File: src/rtl/multicycle_unit_arbiter.sv
// Round-robin issue arbiter in front of one shared multi-cycle execution unit.
// Grants one requester at a time, tracks the owner until done, flush or timeout.
module multicycle_unit_arbiter #(
    parameter int ENTRY_NUM = 8,
    parameter int TIMEOUT   = 64
) (
    input  logic                         clk,
    input  logic                         rst,
    input  logic [ENTRY_NUM-1:0]         req,
    input  logic                         flush,
    input  logic                         unitDone,
    output logic [ENTRY_NUM-1:0]         grant,
    output logic [$clog2(ENTRY_NUM)-1:0] grantPtr,
    output logic                         unitStart,
    output logic                         unitKill,
    output logic                         busy,
    output logic                         resultValid,
    output logic [$clog2(ENTRY_NUM)-1:0] resultPtr,
    output logic                         timedOut
);

    localparam int PW = $clog2(ENTRY_NUM);
    localparam int CW = $clog2(TIMEOUT);

    typedef enum logic {
        IDLE = 1'b0,
        BUSY = 1'b1
    } state_t;

    state_t          state_reg, state_next;
    logic [PW-1:0]   owner_reg, owner_next;
    logic [PW-1:0]   rr_ptr_reg, rr_ptr_next;
    logic [CW-1:0]   busy_count_reg, busy_count_next;
    logic            timed_out_reg, timed_out_next;

    logic [ENTRY_NUM-1:0] rot_req;
    logic                 rot_found;
    logic [PW-1:0]        rot_offset;
    logic [PW-1:0]        pick_ptr;
    logic                 grant_valid;
    logic                 kill_c;
    logic                 done_c;

    // Rotate the request vector so that bit 0 is the requester at rr_ptr;
    // the index sum wraps naturally because ENTRY_NUM is a power of two.
    genvar gi;
    generate
        for (gi = 0; gi < ENTRY_NUM; gi++) begin : g_rot
            logic [PW-1:0] src_idx;
            assign src_idx     = rr_ptr_reg + PW'(gi);
            assign rot_req[gi] = req[src_idx];
        end
    endgenerate

    always_comb begin
        rot_found  = 1'b0;
        rot_offset = '0;
        for (int i = ENTRY_NUM - 1; i >= 0; i--) begin
            if (rot_req[i]) begin
                rot_found  = 1'b1;
                rot_offset = PW'(i);
            end
        end
    end

    assign pick_ptr    = rr_ptr_reg + rot_offset;
    assign grant_valid = !rst && (state_reg == IDLE) && !flush && rot_found;

    generate
        for (gi = 0; gi < ENTRY_NUM; gi++) begin : g_grant
            assign grant[gi] = grant_valid && (pick_ptr == PW'(gi));
        end
    endgenerate

    assign grantPtr  = grant_valid ? pick_ptr : '0;
    assign unitStart = grant_valid;

    always_comb begin
        state_next      = state_reg;
        owner_next      = owner_reg;
        rr_ptr_next     = rr_ptr_reg;
        busy_count_next = busy_count_reg;
        timed_out_next  = timed_out_reg;
        kill_c          = 1'b0;
        done_c          = 1'b0;
        case (state_reg)
            IDLE: begin
                if (grant_valid) begin
                    state_next      = BUSY;
                    owner_next      = pick_ptr;
                    rr_ptr_next     = pick_ptr + PW'(1);
                    busy_count_next = '0;
                end
            end
            BUSY: begin
                // Flush beats done, and done beats a coincident timeout.
                if (flush) begin
                    kill_c     = 1'b1;
                    state_next = IDLE;
                end else if (unitDone) begin
                    done_c     = 1'b1;
                    state_next = IDLE;
                end else if (busy_count_reg == CW'(TIMEOUT - 1)) begin
                    kill_c         = 1'b1;
                    timed_out_next = 1'b1;
                    state_next     = IDLE;
                end else begin
                    busy_count_next = busy_count_reg + CW'(1);
                end
            end
            default: state_next = IDLE;
        endcase
    end

    always_ff @(posedge clk or posedge rst) begin
        if (rst) begin
            state_reg      <= IDLE;
            owner_reg      <= '0;
            rr_ptr_reg     <= '0;
            busy_count_reg <= '0;
            timed_out_reg  <= 1'b0;
        end else begin
            state_reg      <= state_next;
            owner_reg      <= owner_next;
            rr_ptr_reg     <= rr_ptr_next;
            busy_count_reg <= busy_count_next;
            timed_out_reg  <= timed_out_next;
        end
    end

    // Strobes are gated by rst so a reset mid-operation never emits a kill.
    assign unitKill    = kill_c && !rst;
    assign resultValid = done_c && !rst;
    assign resultPtr   = resultValid ? owner_reg : '0;
    assign busy        = (state_reg == BUSY);
    assign timedOut    = timed_out_reg;

endmodule
File: config.mk
export PLATFORM = sky130hd
export DESIGN_NAME = multicycle_unit_arbiter
export DESIGN_NICKNAME = d
export VERILOG_FILES = /design/src/rtl/multicycle_unit_arbiter.sv
export SDC_FILE = /design/constraint.sdc
export NUM_CORES = 1
export LEC_CHECK = 0
export ABC_AREA = 1
export ABC_CLOCK_PERIOD_IN_PS = 7800
export CORE_ASPECT_RATIO = 0.9
export CORE_UTILIZATION = 45
export CTS_CLUSTER_DIAMETER = 120
export DETAILED_ROUTE_END_ITERATION = 7
export DONT_BUFFER_PORTS = 1
export REMOVE_ABC_BUFFERS = 1
export SLEW_MARGIN = 10
export SYNTH_ARGS = -nofsm -noshare
export SYNTH_HDL_FRONTEND = slang
export SYNTH_SLANG_ARGS = --single-unit
File: constraint.sdc
create_clock -name clk -period 7.8 [get_ports clk]
set_clock_uncertainty 0.1 [all_clocks]
set_input_delay 1.56 -clock clk [delete_from_list [all_inputs] [get_ports clk]]
set_output_delay 1.56 -clock clk [all_outputs]
set_load 0.02 [all_outputs]
==> results of run 1 <==
==> layer usage <==
metal | up-vias | part of all wire, % | GRT usage, %
li1 | 761 | - | -
met2 | 23 | 42 | 29.2
met3 | 5 | 3.5 | 4.26
met5 | - | 0 | 0
met1 | 648 | 54 | 29.1
met4 | 0 | 0.85 | 3.81
==> per-stage QoR <==
stage / std cells / setup WS [ns]
2_1_floorplan: 234 / 2.39
3_3_place_gp: 278 / 2.22
3_5_place_dp: 278 / 2.18
4_1_cts: 281 / 2.18
5_1_grt: 281 / 1.92
6_report: 281 / 2.18
==> path summary, 6_finish.rpt <==
path                                    start                 to  slack (ns)  cells after the start
worst min-delay path             owner_reg[2]       owner_reg[2]        0.38                      2
min in group asynchronous                 rst       owner_reg[1]        1.15                      1
worst max register to register  rr_ptr_reg[0]      rr_ptr_reg[2]        3.95                     22
max in group asynchronous                 rst  busy_count_reg[4]        6.08                      1
worst min register to register   owner_reg[2]       owner_reg[2]        0.38                      2
worst max-delay path                   req[4]           grant[7]        2.18                     20
==> tightest hold or removal path, stage by stage (launching register included) <==
cell and delay [ns]:
dfrtp_1 0.34, nand2_1 0.05, nand2_1 0.06
==> final cells by class <==
type | count | area share (%)
Clock buffer | 3 | 2.55
Multi-Input combinational cell | 196 | 66.4
Sequential cell | 14 | 21.6
Inverter | 24 | 6.02
Tap cell | 44 | 3.40
==> synth_stat cells (all sizes together) <==
| cell type | instances |
|---|---|
| nand2 | 88 |
| nand3 | 42 |
| nor2 | 31 |
| inv | 24 |
| dfrtp | 14 |
| o21ai | 6 |
| ha | 5 |
| xor2 | 5 |
| buf | 4 |
| nand4 | 4 |
| a21oi | 3 |
| nor3 | 3 |
| xnor2 | 3 |
| clkbuf | 2 |
| a31o | 1 |
| and3 | 1 |
| fa | 1 |
| nand3b | 1 |
| nor4 | 1 |
| or2 | 1 |
==> cell families (layout without fill, tap and decap cells) <==
group | Yosys count | count (layout)
and+or+nand+nor | 172 | 172
buffers and inverters | 30 | 27
DFF | 14 | 14
AOI/OAI and AO/OA | 10 | 10
xor gates and xnor gates | 8 | 8
adders and majority gates | 6 | 6
==> layout by cell type (no fill, tap or decap) <==
cell,n
a21oi_1,3
a31o_2,1
and3_1,1
clkbuf_8,3
dfrtp_1,14
fa_1,1
ha_1,5
inv_1,21
inv_2,2
inv_8,1
nand2_1,72
nand2_2,13
nand2_4,2
nand2_8,1
nand3_1,36
nand3_2,6
nand3b_1,1
nand4_1,4
nor2_1,28
nor2_2,1
nor2_4,2
nor3_1,2
nor3_2,1
nor4_1,1
o21ai_0,6
or2_2,1
xnor2_1,2
xnor2_2,1
xor2_1,2
xor2_2,3
==> run_results.csv, run 1 <==
group,metric,value,unit
worst_setup_path,crit_path_top_delay_cell,"fa_1",
timing,setup_violations,0,
timing,fin_crit_sh,72.0,%
routing,drt_wl_total,3310,microns
routing,drtIter0Drc,74,
routing,drt_pass1_iterations,4,
job,max-cap-violations,0,
timing,finalCriticalPeriod,5.62,ns
yosys,synth_top_family_by_area,"simple AND/OR/NAND/NOR gates",
yosys,yosys.cell_types.count,32,
timing,worst_pin_slew,0.881,ns
floorplan,start_util,46.9,%
floorplan,die_area,0.00376,sq mm
floorplan,rows,20,
global_routing,grt_pass1_wl,5660,microns
worst_setup_path,start_kind,"primary input",
routing,ant_nets,0,
global_routing,grt-ovfl-total,0,
yosys,synth_mux_area_share,0,%
yosys,synthAdderAreaFrac,5.21,%
cts,tritoncts,"done",
yosys,ys_ff_latch,14,
finish,fin_util,48.0,%
finish,nNetsFinal,257,
worst_setup_path,crit_required,6.14,ns
yosys,yosysWarningCount,0,
timing,clock.fmax,178,MHz
cts,cts_buffer_depth,2,
placed_design,placed_area,0.00158,sq mm
routing,wl_per_cell,11.8,microns
finish,multi_input_area,0.00108,sq mm
cts,cts_hold_buf,0,
global_routing,grt_max_degree,18,
worst_setup_path,worst-path-buf-inv,3,
yosys,synth_compound_area_share,3.39,%
worst_setup_path,crit_type,"in -> out",
cts,clk_pin_slew,0.05,ns
finish,nFillCells,366,
hold_path,min_path_type,"reg -> reg",
yosys,yosysSeqAreaShare,22.1,%
routing,viasPerCell,5.11,
yosys,yosys.area_share.simple,53.0,%
floorplan,core-area,0.00338,sq mm
finish,fin_area,0.00162,sq mm
timing,final.setup.tns,0,ns
global_routing,antenna_found_initial,0,
cts,cts_buffers,3,
worst_setup_path,critPathMaxStageDelay,0.37,ns
cts,ctsHtreeMaxLevel,1,
worst_setup_path,crit_fanout,5,
worst_setup_path,end_kind,"output pin",
yosys,syn_area,0.00159,sq mm
placed_design,io_buffers,0,
finish,diodes,0,
timing,rsz0062_at_grt,"false",
worst_setup_path,critPathTopFamily,"simple AND/OR/NAND/NOR gates",
global_routing,grt.total_usage,19.6,%
finish,seqCellArea,350,sq um
global_routing,grt_pass1_vias,1266,
yosys,synth_top_area_cell,"dfrtp_1",
timing,hold_ws,0.381,ns
worst_setup_path,crit_arrival,3.96,ns
timing,drv_slew,0,
floorplan,die_w,64.6,microns
routing,vias,1437,
timing,slew_headroom,40.7,%
yosys,syn_area_per_cell,6.61,sq um
cts,clkLatencyLatePin,0.24,ns
cts,cts-root-buf,"clkbuf_8",
cts,cts_num_sinks,14,
finish,area_growth,2.21,%
floorplan,die_h,58.3,microns
yosys,syn_inst,240,
outcome,status,"finished clean",
yosys,synth_area_leaders,"dfrtp_1, nand2_1, nand3_1",
worst_setup_path,crit_top_cell,"nand2_1",
yosys,synth_top_area_share,22.1,%
finish,largest_reg_flops,6,
placed_design,hpwl,2620,microns
cts,cts-resized-gates,0,
floorplan,ios,31,
cts,post_cts_buffers,0,
finish,drive_gt1_share,16.0,%
worst_setup_path,worstPathCellList,"nand2_1 -> nand3_1 -> nand2_1 -> nand2_1 -> nand2_1 -> nand2_1 -> nand2_1 -> nand2_1 -> nand2_1 -> a21oi_1 -> ha_1 -> inv_1 -> fa_1 -> xor2_1 -> nand3b_1 -> nand2_2 -> inv_2 -> ha_1 -> inv_1 -> nor2_1",
placed_design,gp_congestion,0.857,
routing,drc,0,
yosys,synthXorXnorAreaFrac,6.31,%
timing,hold_viol_final,0,
Power of run 1 is not shown: default switching activity piles up to over one toggle a cycle in this logic, so the estimate is an artifact.
==> inputs of run 2 (changes only) <==
Settings changed: ABC_CLOCK_PERIOD_IN_PS 7800 to 4800.
Clock period 7.8 ns to 4.8 ns, I/O delays scaled along.
==> run_results.csv, run 2 (same netlist as run 1, synthesis figures left out) <==
group,metric,value,unit
outcome,status,"finished clean",
timing,worst_pin_slew,0.874,ns
finish,nNetsFinal,259,
worst_setup_path,worstPathCellList,"inv_8 -> ha_1 -> inv_1 -> nand3_1 -> nand2_1 -> nand2_1 -> nand2_1 -> nand2_1 -> nand2_1 -> nand2_1 -> nand2_1 -> a21oi_1 -> ha_1 -> inv_1 -> fa_1 -> xor2_1 -> nand3b_1 -> nand2_2 -> inv_2 -> ha_1 -> inv_1 -> nor2_2",
finish,fin_area,0.00164,sq mm
cts,cts_buffers,3,
routing,drtIter0Drc,70,
floorplan,rows,20,
placed_design,hpwl,2660,microns
cts,cts_hold_buf,0,
cts,post_cts_buffers,0,
worst_setup_path,end_kind,"output pin",
finish,seqCellArea,352,sq um
floorplan,die_w,64.6,microns
worst_setup_path,crit_top_cell,"nand2_1",
global_routing,grt_pass1_wl,5430,microns
floorplan,ios,31,
global_routing,antenna_found_initial,0,
worst_setup_path,crit_fanout,9,
placed_design,placed_area,0.00159,sq mm
cts,cts_buffer_depth,2,
routing,ant_nets,0,
timing,setup_violations,0,
global_routing,grt_pass1_vias,1172,
job,max-cap-violations,0,
floorplan,die_h,58.3,microns
finish,drive_gt1_share,17.6,%
worst_setup_path,crit_path_top_delay_cell,"dfrtp_2",
cts,tritoncts,"done",
finish,nFillCells,347,
worst_setup_path,crit_arrival,3.42,ns
timing,drv_slew,0,
floorplan,core-area,0.00338,sq mm
finish,multi_input_area,0.00108,sq mm
finish,largest_reg_flops,6,
cts,cts-root-buf,"clkbuf_8",
global_routing,grt.total_usage,18.6,%
placed_design,io_buffers,0,
finish,final_common_cell,"nand2_1",
timing,hold_viol_final,0,
worst_setup_path,worst-path-buf-inv,5,
routing,drt_pass1_iterations,4,
timing,rsz0062_at_grt,"false",
routing,drt_wl_total,3270,microns
timing,final.setup.tns,0,ns
floorplan,die_area,0.00376,sq mm
routing,viasPerCell,5.14,
worst_setup_path,critPathTopFamily,"simple AND/OR/NAND/NOR gates",
routing,wl_per_cell,11.5,microns
floorplan,start_util,46.9,%
routing,drc,0,
timing,fin_crit_sh,93.3,%
worst_setup_path,crit_type,"reg -> out",
hold_path,min_path_type,"reg -> reg",
timing,slew_headroom,41.2,%
global_routing,grt-ovfl-total,0,
worst_setup_path,crit_required,3.74,ns
finish,area_growth,3.39,%
global_routing,grt_max_degree,18,
routing,vias,1454,
cts,ctsHtreeMaxLevel,1,
worst_setup_path,critPathMaxStageDelay,0.41,ns
finish,diodes,0,
timing,clock.fmax,223,MHz
cts,clkLatencyLatePin,0.24,ns
timing,hold_ws,0.383,ns
finish,final_cell_mix,"nand2_1, nand3_1, nor2_1",
cts,clk_pin_slew,0.05,ns
worst_setup_path,start_kind,"flip-flop",
timing,finalCriticalPeriod,4.48,ns
cts,cts_num_sinks,14,
placed_design,gp_congestion,0.845,
-- run 2: final timing paths --
check / start / to / slack (ns) / cells past startpoint
max: rr_ptr_reg[0] / grant[7] / 0.32 / 22
min: owner_reg[0] / owner_reg[0] / 0.38 / 2
max reg2reg: rr_ptr_reg[0] / rr_ptr_reg[2] / 1.29 / 22
min reg2reg: owner_reg[0] / owner_reg[0] / 0.38 / 2
max in group asynchronous: rst / rr_ptr_reg[0] / 3.65 / 1
min in group asynchronous: rst / timedOut / 0.55 / 1
-- run 2: what timing repair did --
| action | CTS | global route |
|---|---|---|
| gates resized for setup | 0 | 2 |
| setup endpoints to repair | 0 | 1 |
| hold endpoints to repair | 0 | 0 |
-- run 2: cell type report --
class / instances / area share [%]
Clock buffer: 3 / 2.52
Inverter: 24 / 5.95
Multi-Input combinational cell: 196 / 65.8
Sequential cell: 14 / 21.5
Tap cell: 44 / 3.36
Timing Repair Buffer: 2 / 0.916
-- run 2: per-layer routing --
metal / GRT usage (%) / share of wire, % / vias up
met3: 3.49 / 3.8 / 4
li1: - / - / 767
met4: 2.86 / 0.55 / 0
met5: 0 / 0 / -
met2: 28.1 / 43 / 34
met1: 28.0 / 53 / 649
-- run 2: worst register-to-register path, stage by stage, from the launching register on --
cell and delay, ns:
dfrtp_2 0.41, inv_8 0.06, ha_1 0.38, inv_1 0.13, nand3_1 0.15, nand2_1 0.09, nand2_1 0.06, nand2_1 0.09
nand2_1 0.07, nand2_1 0.05, nand2_1 0.05, nand2_1 0.04, a21oi_1 0.12, ha_1 0.15, inv_1 0.04, fa_1 0.37
xor2_1 0.16, nand3b_1 0.22, nand2_2 0.12, inv_2 0.06, ha_1 0.31, nand2_1 0.07, o21ai_0 0.08
-- run 2: stage by stage --
| stage | worst slack [ns] | cells | util (%) |
|---|---|---|---|
| 2_1_floorplan | 0.512 | 234 | - |
| 3_3_place_gp | 0.441 | 280 | 47.2 |
| 3_5_place_dp | 0.399 | 280 | 47.2 |
| 4_1_cts | 0.180 | 283 | 48.4 |
| 5_1_grt | 0.0185 | 283 | 48.5 |
| 6_report | 0.320 | 283 | 48.5 |
Power of run 2 is left out for the same reason.
==> inputs of run 3 (changes only) <==
Settings changed: CORE_UTILIZATION 45 to 57, HOLD_SLACK_MARGIN set to 0.02, PLACE_DENSITY_LB_ADDON set to 0.12.
==> run_results.csv, run 3 (same netlist as run 1, synthesis figures left out) <==
group,metric,value,unit
timing,worst_pin_slew,0.876,ns
timing,drv_slew,0,
placed_design,io_buffers,0,
placed_design,hpwl,2580,microns
routing,drc,3,
finish,nFillCells,248,
hold_path,min_from,"owner_reg[1]",
finish,area_growth,1.97,%
routing,viasPerCell,5.40,
finish,drive_gt1_share,18.3,%
worst_setup_path,r2r_start,"rr_ptr_reg[0]",
cts,cts_buffers,3,
worst_setup_path,crit_fanout,9,
worst_setup_path,worstReg2RegEnd,"rr_ptr_reg[2]",
timing,fin_crit_sh,94.1,%
floorplan,die_area,0.00300,sq mm
worst_setup_path,rr_worst_depth,22,
cts,cts_hold_buf,0,
routing,vias,1448,
routing,wl_per_cell,12.0,microns
floorplan,start_util,62.1,%
floorplan,die_h,52.0,microns
global_routing,grt_pass1_vias,1154,
global_routing,grt_pass1_wl,5260,microns
cts,cts-root-buf,"clkbuf_4",
cts,cts_buffer_depth,2,
outcome,status,"complete, but fails checks",
global_routing,grt-ovfl-total,0,
worst_setup_path,critPathMaxStageDelay,0.42,ns
worst_setup_path,crit_path_top_delay_cell,"dfrtp_2",
global_routing,grt_max_degree,18,
timing,setup_violations,0,
cts,clk_pin_slew,0.09,ns
cts,cts_num_sinks,14,
placed_design,gp_congestion,0.950,
routing,drtIter0Drc,79,
floorplan,core-area,0.00255,sq mm
hold_path,min_path_type,"reg -> reg",
cts,post_cts_buffers,0,
finish,nNetsFinal,259,
worst_setup_path,worst-path-buf-inv,5,
timing,finalCriticalPeriod,4.52,ns
worst_setup_path,crit_arrival,3.46,ns
finish,diodes,0,
routing,ant_nets,0,
floorplan,ios,31,
hold_path,hold_end,"owner_reg[1]",
timing,rsz0062_at_grt,"false",
timing,finalWorstSetupSlack,0.282,ns
timing,clock.fmax,221,MHz
hold_path,holdPathStages,2,
timing,final.setup.tns,0,ns
job,max-cap-violations,0,
floorplan,die_w,57.6,microns
finish,final_common_cell,"nand2_1",
cts,ctsHtreeMaxLevel,1,
worst_setup_path,r2r_slack,1.33,ns
global_routing,antenna_found_initial,0,
worst_setup_path,worstPathCellList,"inv_8 -> ha_2 -> inv_1 -> nand3_1 -> nand2_1 -> nand2_1 -> nand2_1 -> nand2_1 -> nand2_1 -> nand2_1 -> nand2_1 -> a21oi_1 -> ha_1 -> inv_1 -> fa_1 -> xor2_1 -> nand3b_1 -> nand2_2 -> inv_2 -> ha_1 -> inv_1 -> nor2_2",
worst_setup_path,crit_top_cell,"nand2_1",
finish,largest_reg_flops,6,
floorplan,rows,17,
timing,hold_viol_final,0,
worst_setup_path,critPathTopFamily,"simple AND/OR/NAND/NOR gates",
routing,drt_wl_total,3220,microns
timing,slew_headroom,41.1,%
worst_setup_path,start_kind,"flip-flop",
cts,clkLatencyLatePin,0.29,ns
finish,final_cell_mix,"nand2_1, nand3_1, nor2_1",
worst_setup_path,crit_required,3.74,ns
worst_setup_path,cp.depth,22,
worst_setup_path,end_kind,"output pin",
outcome,violations,"DRC",
worst_setup_path,crit_type,"reg -> out",
placed_design,post-place-ws,0.420,ns
cts,tritoncts,"done",
routing,drt_pass1_iterations,6,
global_routing,grt.total_usage,23.2,%
run 3: cell types whose count changed in the layout (fill, tap and decap cells not counted):
cell      previous run  this run
ha_2                 0         1
clkbuf_8             3         1
clkbuf_4             0         3
ha_1                 5         4
run 3: worst max path at each step:
| stage | from | endpoint | slack, ns |
|---|---|---|---|
| global route | rr_ptr_reg[0] | grant[7] | 0.03 |
| global placement | req[3] | grant[7] | 0.43 |
| finish | rr_ptr_reg[0] | grant[7] | 0.28 |
| detailed placement | req[3] | grant[7] | 0.42 |
| CTS | rr_ptr_reg[0] | grant[7] | 0.11 |
| floorplan | rr_ptr_reg[0] | grant[7] | 0.51 |
run 3: worst min-delay path: cells and delay by family, from the launching register on:
kind	cells	cell delay, ns
compound gates	1	0.06
flops	1	0.35
simple gates	1	0.05
run 3: layer usage:
layer	vias up	track usage, %	routed length, microns
met3	3	4.98	274
met5	-	0	0
met2	40	32.2	1260
met1	640	36.2	1670
li1	765	-	-
met4	0	4.88	21
run 3: through the flow:
stage | cell area [sq um] | utilization, % | instances | hold slack, ns
2_1_floorplan | 1520 | - | 234 | 0.350
4_1_cts | 1610 | 63.1 | 268 | 0.399
5_1_grt | 1620 | 63.3 | 268 | 0.411
3_5_place_dp | 1570 | 61.7 | 264 | 0.366
3_3_place_gp | 1570 | 61.7 | 264 | 0.367
6_report | 1620 | 63.3 | 268 | 0.397
run 3: final cells by class:
| type | instances | area [sq um] | share of cell area [%] |
|---|---|---|---|
| repair buffers | 2 | 15.0 | 0.929 |
| clock buffers | 4 | 36.3 | 2.24 |
| flip-flops and latches | 14 | 352 | 21.7 |
| inverters | 24 | 97.6 | 6.04 |
| multi-input cells | 196 | 1080 | 66.9 |
| well taps | 28 | 35.0 | 2.17 |
run 3: what timing repair did:
| item | CTS | global route |
|---|---|---|
| hold endpoints to repair | 0 | 0 |
| gates resized for setup | 0 | 3 |
| endpoints found under the setup margin | 0 | 1 |
Power of run 3 is left out for the same reason.
